**src/rtl/if_fetch_unit_if.sv**
```systemverilog
// Fetch-unit bus bundle: instruction-memory port, execute redirect and the
// valid/ready link to decode. The fetch unit uses the master view.
interface if_fetch_unit_if #(
    parameter int QDEPTH = 4
);
    localparam int CW = $clog2(QDEPTH + 1);

    logic [31:0]   mem_addr;
    logic [31:0]   mem_inst;
    logic          redirect_valid;
    logic [31:0]   redirect_pc;
    logic          id_valid;
    logic          id_ready;
    logic [31:0]   id_pc;
    logic [31:0]   id_inst;
    logic [CW-1:0] q_count;

    modport master (
        output mem_addr,
        input  mem_inst,
        input  redirect_valid,
        input  redirect_pc,
        output id_valid,
        input  id_ready,
        output id_pc,
        output id_inst,
        output q_count
    );

    modport slave (
        input  mem_addr,
        output mem_inst,
        output redirect_valid,
        output redirect_pc,
        input  id_valid,
        output id_ready,
        input  id_pc,
        input  id_inst,
        input  q_count
    );
endinterface

```
**src/rtl/if_fetch_unit.sv**
```systemverilog
// Instruction-fetch front end: PC register addressing a combinational
// instruction memory, plus a small FIFO of {pc, inst} pairs feeding decode.
// A redirect empties the FIFO and reloads the PC.
module if_fetch_unit #(
    parameter logic [31:0] RESET_PC = 32'h0000_0000,
    parameter int          QDEPTH   = 4
) (
    input  logic           clk,
    input  logic           rst,
    input  logic           rdy,
    if_fetch_unit_if.master bus
);
    localparam int PW = $clog2(QDEPTH);
    localparam int CW = $clog2(QDEPTH + 1);

    logic [31:0]   pc_reg,     pc_next;
    logic [PW-1:0] wr_ptr_reg, wr_ptr_next;
    logic [PW-1:0] rd_ptr_reg, rd_ptr_next;
    logic [CW-1:0] count_reg,  count_next;

    logic          push;
    logic          pop;
    logic          not_empty;
    logic [63:0]   entry_q [QDEPTH];
    logic [63:0]   head;

    // Redirect pre-empts both queue operations; a full queue never accepts a
    // push even if the head leaves in the same cycle.
    assign not_empty = (count_reg != '0);
    assign push      = rdy && !bus.redirect_valid && (count_reg < CW'(QDEPTH));
    assign pop       = rdy && !bus.redirect_valid && not_empty && bus.id_ready;

    // One storage register per FIFO slot; only the slot under wr_ptr loads.
    // Storage needs no reset: an empty queue masks the head to zero.
    for (genvar gi = 0; gi < QDEPTH; gi++) begin : g_entry
        logic [63:0] entry_reg;

        // Capture {pc, inst} when this slot is the write target.
        always_ff @(posedge clk) begin
            if (push && (wr_ptr_reg == PW'(gi))) begin
                entry_reg <= {pc_reg, bus.mem_inst};
            end
        end

        assign entry_q[gi] = entry_reg;
    end

    assign head = entry_q[rd_ptr_reg];

    // Next-state for PC, pointers and occupancy; rdy=0 holds everything.
    always_comb begin
        pc_next     = pc_reg;
        wr_ptr_next = wr_ptr_reg;
        rd_ptr_next = rd_ptr_reg;
        count_next  = count_reg;
        if (rdy) begin
            if (bus.redirect_valid) begin
                pc_next     = bus.redirect_pc & 32'hFFFF_FFFC;
                wr_ptr_next = '0;
                rd_ptr_next = '0;
                count_next  = '0;
            end else begin
                if (push) begin
                    pc_next     = pc_reg + 32'd4;
                    wr_ptr_next = wr_ptr_reg + PW'(1);
                end
                if (pop) begin
                    rd_ptr_next = rd_ptr_reg + PW'(1);
                end
                if (push && !pop) begin
                    count_next = count_reg + CW'(1);
                end else if (pop && !push) begin
                    count_next = count_reg - CW'(1);
                end
            end
        end
    end

    // State registers with asynchronous active-low reset.
    always_ff @(posedge clk or negedge rst) begin
        if (!rst) begin
            pc_reg     <= RESET_PC;
            wr_ptr_reg <= '0;
            rd_ptr_reg <= '0;
            count_reg  <= '0;
        end else begin
            pc_reg     <= pc_next;
            wr_ptr_reg <= wr_ptr_next;
            rd_ptr_reg <= rd_ptr_next;
            count_reg  <= count_next;
        end
    end

    // Outputs: head is hidden (zero) while the queue is empty.
    always_comb begin
        bus.mem_addr = pc_reg;
        bus.id_valid = not_empty;
        bus.id_pc    = not_empty ? head[63:32] : 32'd0;
        bus.id_inst  = not_empty ? head[31:0]  : 32'd0;
        bus.q_count  = count_reg;
    end
endmodule

```
**src/flat_wrapper.sv**
```systemverilog
// flat-port wrapper written by rule: the top's interface ports become plain ports
module if_fetch_unit_flat 
#(
    parameter logic [31:0] RESET_PC = 32'h0000_0000,
    parameter int          QDEPTH   = 4
)
  (clk, rst, rdy, bus_mem_addr, bus_mem_inst, bus_redirect_valid, bus_redirect_pc, bus_id_valid, bus_id_ready, bus_id_pc, bus_id_inst, bus_q_count);
  if_fetch_unit_if #(.QDEPTH(QDEPTH)) bus_i ();
  input  logic clk;
  input  logic rst;
  input  logic rdy;
  output wire logic [$bits(bus_i.mem_addr)-1:0] bus_mem_addr;
  input wire logic [$bits(bus_i.mem_inst)-1:0] bus_mem_inst;
  input wire logic [$bits(bus_i.redirect_valid)-1:0] bus_redirect_valid;
  input wire logic [$bits(bus_i.redirect_pc)-1:0] bus_redirect_pc;
  output wire logic [$bits(bus_i.id_valid)-1:0] bus_id_valid;
  input wire logic [$bits(bus_i.id_ready)-1:0] bus_id_ready;
  output wire logic [$bits(bus_i.id_pc)-1:0] bus_id_pc;
  output wire logic [$bits(bus_i.id_inst)-1:0] bus_id_inst;
  output wire logic [$bits(bus_i.q_count)-1:0] bus_q_count;
  assign bus_mem_addr = bus_i.mem_addr;
  assign bus_i.mem_inst = bus_mem_inst;
  assign bus_i.redirect_valid = bus_redirect_valid;
  assign bus_i.redirect_pc = bus_redirect_pc;
  assign bus_id_valid = bus_i.id_valid;
  assign bus_i.id_ready = bus_id_ready;
  assign bus_id_pc = bus_i.id_pc;
  assign bus_id_inst = bus_i.id_inst;
  assign bus_q_count = bus_i.q_count;
  if_fetch_unit #(.RESET_PC(RESET_PC), .QDEPTH(QDEPTH)) u_core (.clk(clk), .rst(rst), .rdy(rdy), .bus(bus_i));
endmodule
```
**config.mk**
```make
export PLATFORM = sky130hd
export DESIGN_NAME = if_fetch_unit_flat
export DESIGN_NICKNAME = d
export VERILOG_FILES = /design/src/rtl/if_fetch_unit_if.sv /design/src/rtl/if_fetch_unit.sv /design/src/flat_wrapper.sv
export SDC_FILE = /design/constraint.sdc
export NUM_CORES = 1
export LEC_CHECK = 0
export CELL_PAD_IN_SITES_DETAIL_PLACEMENT = 2
export CELL_PAD_IN_SITES_GLOBAL_PLACEMENT = 2
export CORE_MARGIN = 2
export CORE_UTILIZATION = 46
export DETAILED_ROUTE_END_ITERATION = 7
export DONT_BUFFER_PORTS = 1
export HOLD_SLACK_MARGIN = 0.06
export PLACE_DENSITY = 0.82
export SETUP_SLACK_MARGIN = 0.05
export SYNTH_ARGS = -nofsm -noshare
export SYNTH_HDL_FRONTEND = slang
export SYNTH_SLANG_ARGS = --single-unit
```
**constraint.sdc**
```tcl
create_clock -name clk -period 3.29 [get_ports clk]
set_input_delay 0.658 -clock clk [delete_from_list [all_inputs] [get_ports clk]]
set_output_delay 0.658 -clock clk [all_outputs]
set_load 0.01 [all_outputs]
```
==> flow_summary.toml, run 1 <==
[cts]
clkSinkCount = 285
h-tree-depth = 1
clock_tree.buffer_depth = 3
clkLatencyLatePin_ns = 0.55
cts-hold-fix-buffers = 2
cts_resized = 0
clockRootBuffer = "clkbuf_16"
cts_tree = "built"
path_clk_slew_ns = 0.06
numCtsBuffers = 31
cts_setup_buffers = 0

[sta]
worstMarginPinSlew_ns = 1.01
timing.fmax_mhz = 334
skew_ns = 0.0115
hold_violations = 0
rsz0062_at_grt = "false"
setup_violations = 0
report.final.slew_viol_count = 0
fin_hold_ws_ns = 0.198
finalSetupTns_ns = 0
min_period_over_period_pct = 91.1
relSlewSlack_pct = 32.5
fin_crit_ns = 3.00

[route]
wl_met2_mm = 17.0
antenna_left = 0
drc_errors = 0
drt-vias-per-instance = 6.05
met3_length_mm = 1.94
drt_wl_total_mm = 32.2
first_iter_violations = 439
dr.pass1.iters = 4
routedWlPerCell_um = 30.6
routedLengthMet1_mm = 12.6
vias = 6350
top_layer_used = "met5"

[placement]
place_hpwl_mm = 20.2
gp_congestion = 0.790
place_area_um2 = 12200
port_buffers = 0
dp.cells = 989

[synth]
ys_async_sr_fraction_pct = 13.0
synthTopCellsByCount = "edfxtp_1 (248), and2_1 (68), mux4_2 (62), dfrtp_1 (37), a21oi_1 (33)"
synth_top_family_by_area = "multiplexers"
synth_xor_area_share_pct = 0
synth_area_leader_cell = "edfxtp_1"
synth_compound_area_share_pct = 4.56
synth.avg_cell_area_um2 = 17.3
postSynthCellCount = 678
yosysMostFrequentCell = "edfxtp_1"
ys_seq_area_share_pct = 71.3
synth-edff-count = 248
synth-simple-area-share_pct = 8.20
synthMuxAreaShare_pct = 13.3
yosys-top-cells-area = "edfxtp_1 (63%), mux4_2 (12%), dfrtp_1 (7.9%)"
synth_warnings = 0
synth_ff_type = "edfxtp_1"
synth_adder_area_share_pct = 0.703
synth_top_area_share_pct = 63.4
synth-seq-cells = 285
synth.cell_area_um2 = 11700
synthDistinctLibCells = 50

[finish]
area_growth_pct = 13.9
drive_above_1_share_pct = 20.4
fillCellCount = 2201
antenna_cells = 0
instances_no_fill = 1049
fin_area_um2 = 13400
largest_reg_flops = 248
finalNetCount = 769

[power]
design_power_total_mw = 11.2
powerDensity_nw_per_um2 = 835
ir_worst_vdd_mv = 0.470
leakage_nw = 4.47

[global_route]
grt_max_degree = 65
grt_pass1_vias = 7166
gr-total-overflow = 0
track_usage_pct = 24.3
grt_pass1_wl_mm = 48.1
antenna_found_initial = 2

[floorplanning]
rows = 58
dieArea_um2 = 26800
initial_utilization_pct = 46.8
ios = 169
fp.dieH_um = 164
die_w_um = 164
core_um2 = 25100

[setup_path]
crit_fanout = 28
crit_type = "register to primary output"
cp.arrival_ns = 2.34
startpoint_type = "register"
crit_slowest_cell = "dfrtp_4"
path_cells = "buf_12, mux4_2, and2_1"
cp.required_ns = 2.63
slowest_delay_ns = 0.67
end_kind = "primary output"

[worst_hold_path]
hold_class = "input port to register"

[outcome]
status = "finished, final reports clean"

[job]
drv_cap = 0
## routing by layer
metal	vias to the layer above	GRT usage, %
met3	43	5.68
met1	3382	30.8
met2	212	43.0
met5	-	0
met4	4	4.82
li1	2709	-
## final timing paths
path	start	endpoint	slack [ns]	cells past startpoint
max reg2reg	u_core.bus.mem_addr[2]$_DFFE_PN0P_	u_core.bus.mem_addr[12]$_DFFE_PN0P_	0.85	6
max in group asynchronous	rst	u_core.rd_ptr_reg[0]$_DFFE_PN0P_	2.48	2
min	bus_mem_inst[4]	u_core.g_entry[3].entry_reg[4]$_DFFE_PP_	0.20	0
min in group asynchronous	rst	u_core.bus.mem_addr[16]$_DFFE_PN0P_	0.57	2
min reg2reg	u_core.wr_ptr_reg[0]$_DFFE_PN0P_	u_core.wr_ptr_reg[0]$_DFFE_PN0P_	0.55	1
max	u_core.rd_ptr_reg[0]$_DFFE_PN0P_	bus_id_pc[3]	0.29	3
## stage by stage
| stage | setup WS, ns | utilization [%] |
|---|---|---|
| 3_5_place_dp | 0.830 | 48.7 |
| 3_3_place_gp | 0.869 | 48.7 |
| 2_1_floorplan | 0.709 | - |
| 6_report | 0.292 | 53.3 |
| 5_1_grt | 0.165 | 53.3 |
| 4_1_cts | 0.228 | 53.3 |
## layout by cell type (no fill, tap or decap), types with 8 or more instances in the layout
master     Yosys  layout
a21oi_1       33      33
and2_1        68      64
buf_12         0       8
buf_4          5      12
bufinv_16      0       8
clkbuf_16      0      31
dfrtp_1       37      35
edfxtp_1     248     248
inv_1         10      10
mux2i_1       15      15
mux4_2        62      62
nand2_1       21      21
nand3_1       19      18
nand4_1       10      10
nor2_1        19      19
o21ai_0       15      15
o22ai_1       23      23
## critical path: cells and delay by family, from the launching register on
| kind | cells | cell delay [ns] |
|---|---|---|
| and+or+nand+nor | 1 | 0.21 |
| buffers and inverters | 1 | 0.30 |
| DFF | 1 | 0.67 |
| muxes | 1 | 0.57 |
## cell families (layout without fill, tap and decap cells)
family | after synthesis | after routing
other | 1 | 4
and+or+nand+nor | 166 | 166
muxes | 78 | 78
buffers and inverters | 52 | 90
DFF | 285 | 285
adders and majority gates | 6 | 6
AOI/OAI and AO/OA | 90 | 90
## where the power goes
| group | switching, mW | total (mW) | leakage [nW] | internal [mW] |
|---|---|---|---|---|
| Sequential | 0.545 | 4.99 | 2.68 | 4.44 |
| Clock | 1.45 | 3.80 | 0.538 | 2.35 |
| Combinational | 1.41 | 2.38 | 1.24 | 0.973 |
| Total | 3.40 | 11.2 | 4.47 | 7.77 |
## final cells by class
class / count / area, µm² / share of cell area (%)
sequential: 285 / 8380 / 62.7
multi-input combinational: 344 / 3170 / 23.7
clock buffer: 35 / 791 / 5.91
tap: 330 / 413 / 3.09
clock inverter: 23 / 320 / 2.39
timing repair buffer: 21 / 260 / 1.95
inverter: 11 / 41.3 / 0.309
Note: power is estimated with default switching activity, not from simulation.
==> inputs of run 2 (changes only) <==
--- a/config.mk
+++ b/config.mk
@@ -8,11 +8,11 @@
 export CELL_PAD_IN_SITES_DETAIL_PLACEMENT = 2
 export CELL_PAD_IN_SITES_GLOBAL_PLACEMENT = 2
 export CORE_MARGIN = 2
-export CORE_UTILIZATION = 46
+export CORE_UTILIZATION = 50
 export DETAILED_ROUTE_END_ITERATION = 7
 export DONT_BUFFER_PORTS = 1
 export HOLD_SLACK_MARGIN = 0.06
-export PLACE_DENSITY = 0.82
+export PLACE_DENSITY = 0.88
 export SETUP_SLACK_MARGIN = 0.05
 export SYNTH_ARGS = -nofsm -noshare
 export SYNTH_HDL_FRONTEND = slang
==> constraint.sdc (replaced) <==
create_clock -name clk -period 3.6 [get_ports clk]
set_input_delay 0.72 -clock clk [delete_from_list [all_inputs] [get_ports clk]]
set_output_delay 0.72 -clock clk [all_outputs]
set_load 0.01 [all_outputs]
==> flow_summary.toml, run 2 (synthesis gave the netlist of run 1 again) <==
[floorplanning]
ios = 169
core_um2 = 23300
fp.dieH_um = 157
die_w_um = 157
rows = 56
initial_utilization_pct = 50.5
dieArea_um2 = 24700

[route]
antenna_left = 0
vias = 6345
drt_wl_total_mm = 31.5
routedWlPerCell_um = 30.7
first_iter_violations = 420
dr.pass1.iters = 4
drc_errors = 0
drt-vias-per-instance = 6.17

[cts]
clkSinkCount = 285
clkLatencyLatePin_ns = 0.56
path_clk_slew_ns = 0.07
h-tree-depth = 1
cts_tree = "built"
numCtsBuffers = 30
clock_tree.buffer_depth = 3
clockRootBuffer = "clkbuf_16"

[global_route]
use_met3_pct = 6.17
grt_max_degree = 47
grt_use_met1_pct = 30.6
grt_pass1_vias = 7236
use_met2_pct = 46.7
gr-total-overflow = 0
grt_pass1_wl_mm = 46.7
track_usage_pct = 25.9
antenna_found_initial = 1
busiest_layer = "met2"

[sta]
rsz0062_at_grt = "false"
worstMarginPinSlew_ns = 1.03
timing.fmax_mhz = 301
hold_violations = 0
min_period_over_period_pct = 92.2
finalSetupTns_ns = 0
report.final.slew_viol_count = 0
relSlewSlack_pct = 30.9
setup_violations = 0
skew_ns = 0.0109
fin_crit_ns = 3.32

[setup_path]
r2r_cells = 8
r2r-start = "u_core.bus.q_count[2]$_DFFE_PN0P_"
crit_type = "register to primary output"
critPathLaunch = "u_core.rd_ptr_reg[0]$_DFFE_PN0P_"
r2r_slack_ns = 0.95
startpoint_type = "register"
crit_fanout = 37
end_kind = "primary output"
r2r_end = "u_core.bus.q_count[1]$_DFFE_PN0P_"
cp.required_ns = 2.88
critPathCapture = "bus_id_inst[12]"
cp.arrival_ns = 2.60

[power]
ir_worst_vdd_mv = 0.442
powerDensity_nw_per_um2 = 751
leakage_nw = 4.39

[finish]
largest_reg_flops = 248
area_growth_pct = 12.7
fin_area_um2 = 13200
final_cell_mix = "edfxtp_1 (248), and2_1 (64), mux4_2 (62), dfrtp_1 (35), a21oi_1 (33)"
drive_above_1_share_pct = 19.1
finalNetCount = 759
final_common_cell = "edfxtp_1"

[placement]
place_hpwl_mm = 19.9
port_buffers = 0
place_area_um2 = 12200
gp_congestion = 0.783

[outcome]
status = "finished, final reports clean"

[worst_hold_path]
hold_class = "input port to register"

[job]
drv_cap = 0
-- run 2: cell types whose count changed in the layout (fill, tap and decap cells not counted), moves of 2 or more --
cell	before	now
buf_4	12	2
clkbuf_8	0	6
clkinvlp_4	2	0
clkbuf_1	4	10
bufinv_16	8	4
clkinv_1	7	2
-- run 2: cell type report --
class	instances	area (µm²)
well taps	319	399
inverters	11	41.3
flip-flops and latches	285	8380
clock inverters	10	160
repair buffers	12	205
diodes	1	2.50
fillers	1978	10000
multi-input cells	344	3180
clock buffers	46	871
-- run 2: worst max-delay path, stage by stage, from the launching register on --
cell and delay, ns:
dfrtp_4 1.00, buf_12 0.28, mux4_2 0.53, and2_1 0.22
-- run 2: what timing repair did --
action / CTS / global route
hold endpoints to repair: 37 / 0
resized for setup: 0 / 1
hold buffers: 2 / 0
buffers inserted: 0 / 0
setup endpoints to repair: 0 / 1
-- run 2: report_power, final --
group | switching, mW | internal [mW]
clock | 1.26 | 1.95
sequential | 0.537 | 4.06
combinational | 1.25 | 0.884
total | 3.05 | 6.89
-- run 2: per-stage QoR --
stage                     hold WS (ns)  setup WS, ns  std cells  power [mW]  util, %
after floorplan                  0.424         0.292        681        6.03        -
after global placement           0.427         0.882        969        6.59     52.3
after detailed placement         0.426         0.758        969        6.80     52.3
after CTS                        0.232         0.154       1027        10.1     56.8
after global routing             0.232         0.133       1027        10.3     56.9
final                            0.253         0.280       1028        9.94     56.9
-- run 2: worst min-delay path by stage --
stage | from | endpoint | slack [ns] | cells after the start
2_1_floorplan | rst | u_core.bus.mem_addr[10]$_DFFE_PN0P_ | 0.42 | 0
5_1_grt | bus_mem_inst[11] | u_core.g_entry[0].entry_reg[11]$_DFFE_PP_ | 0.23 | 0
3_3_place_gp | rst | u_core.bus.mem_addr[17]$_DFFE_PN0P_ | 0.43 | 0
3_5_place_dp | rst | u_core.bus.mem_addr[17]$_DFFE_PN0P_ | 0.43 | 0
6_report | bus_mem_inst[29] | u_core.g_entry[3].entry_reg[29]$_DFFE_PP_ | 0.25 | 0
4_1_cts | bus_mem_inst[11] | u_core.g_entry[0].entry_reg[11]$_DFFE_PP_ | 0.23 | 0
-- run 2: metal layers --
metal,vias to the layer above,wire [µm]
met2,215,16800
met5,-,0
met4,0,933
met3,65,1960
li1,2691,-
met1,3374,11800
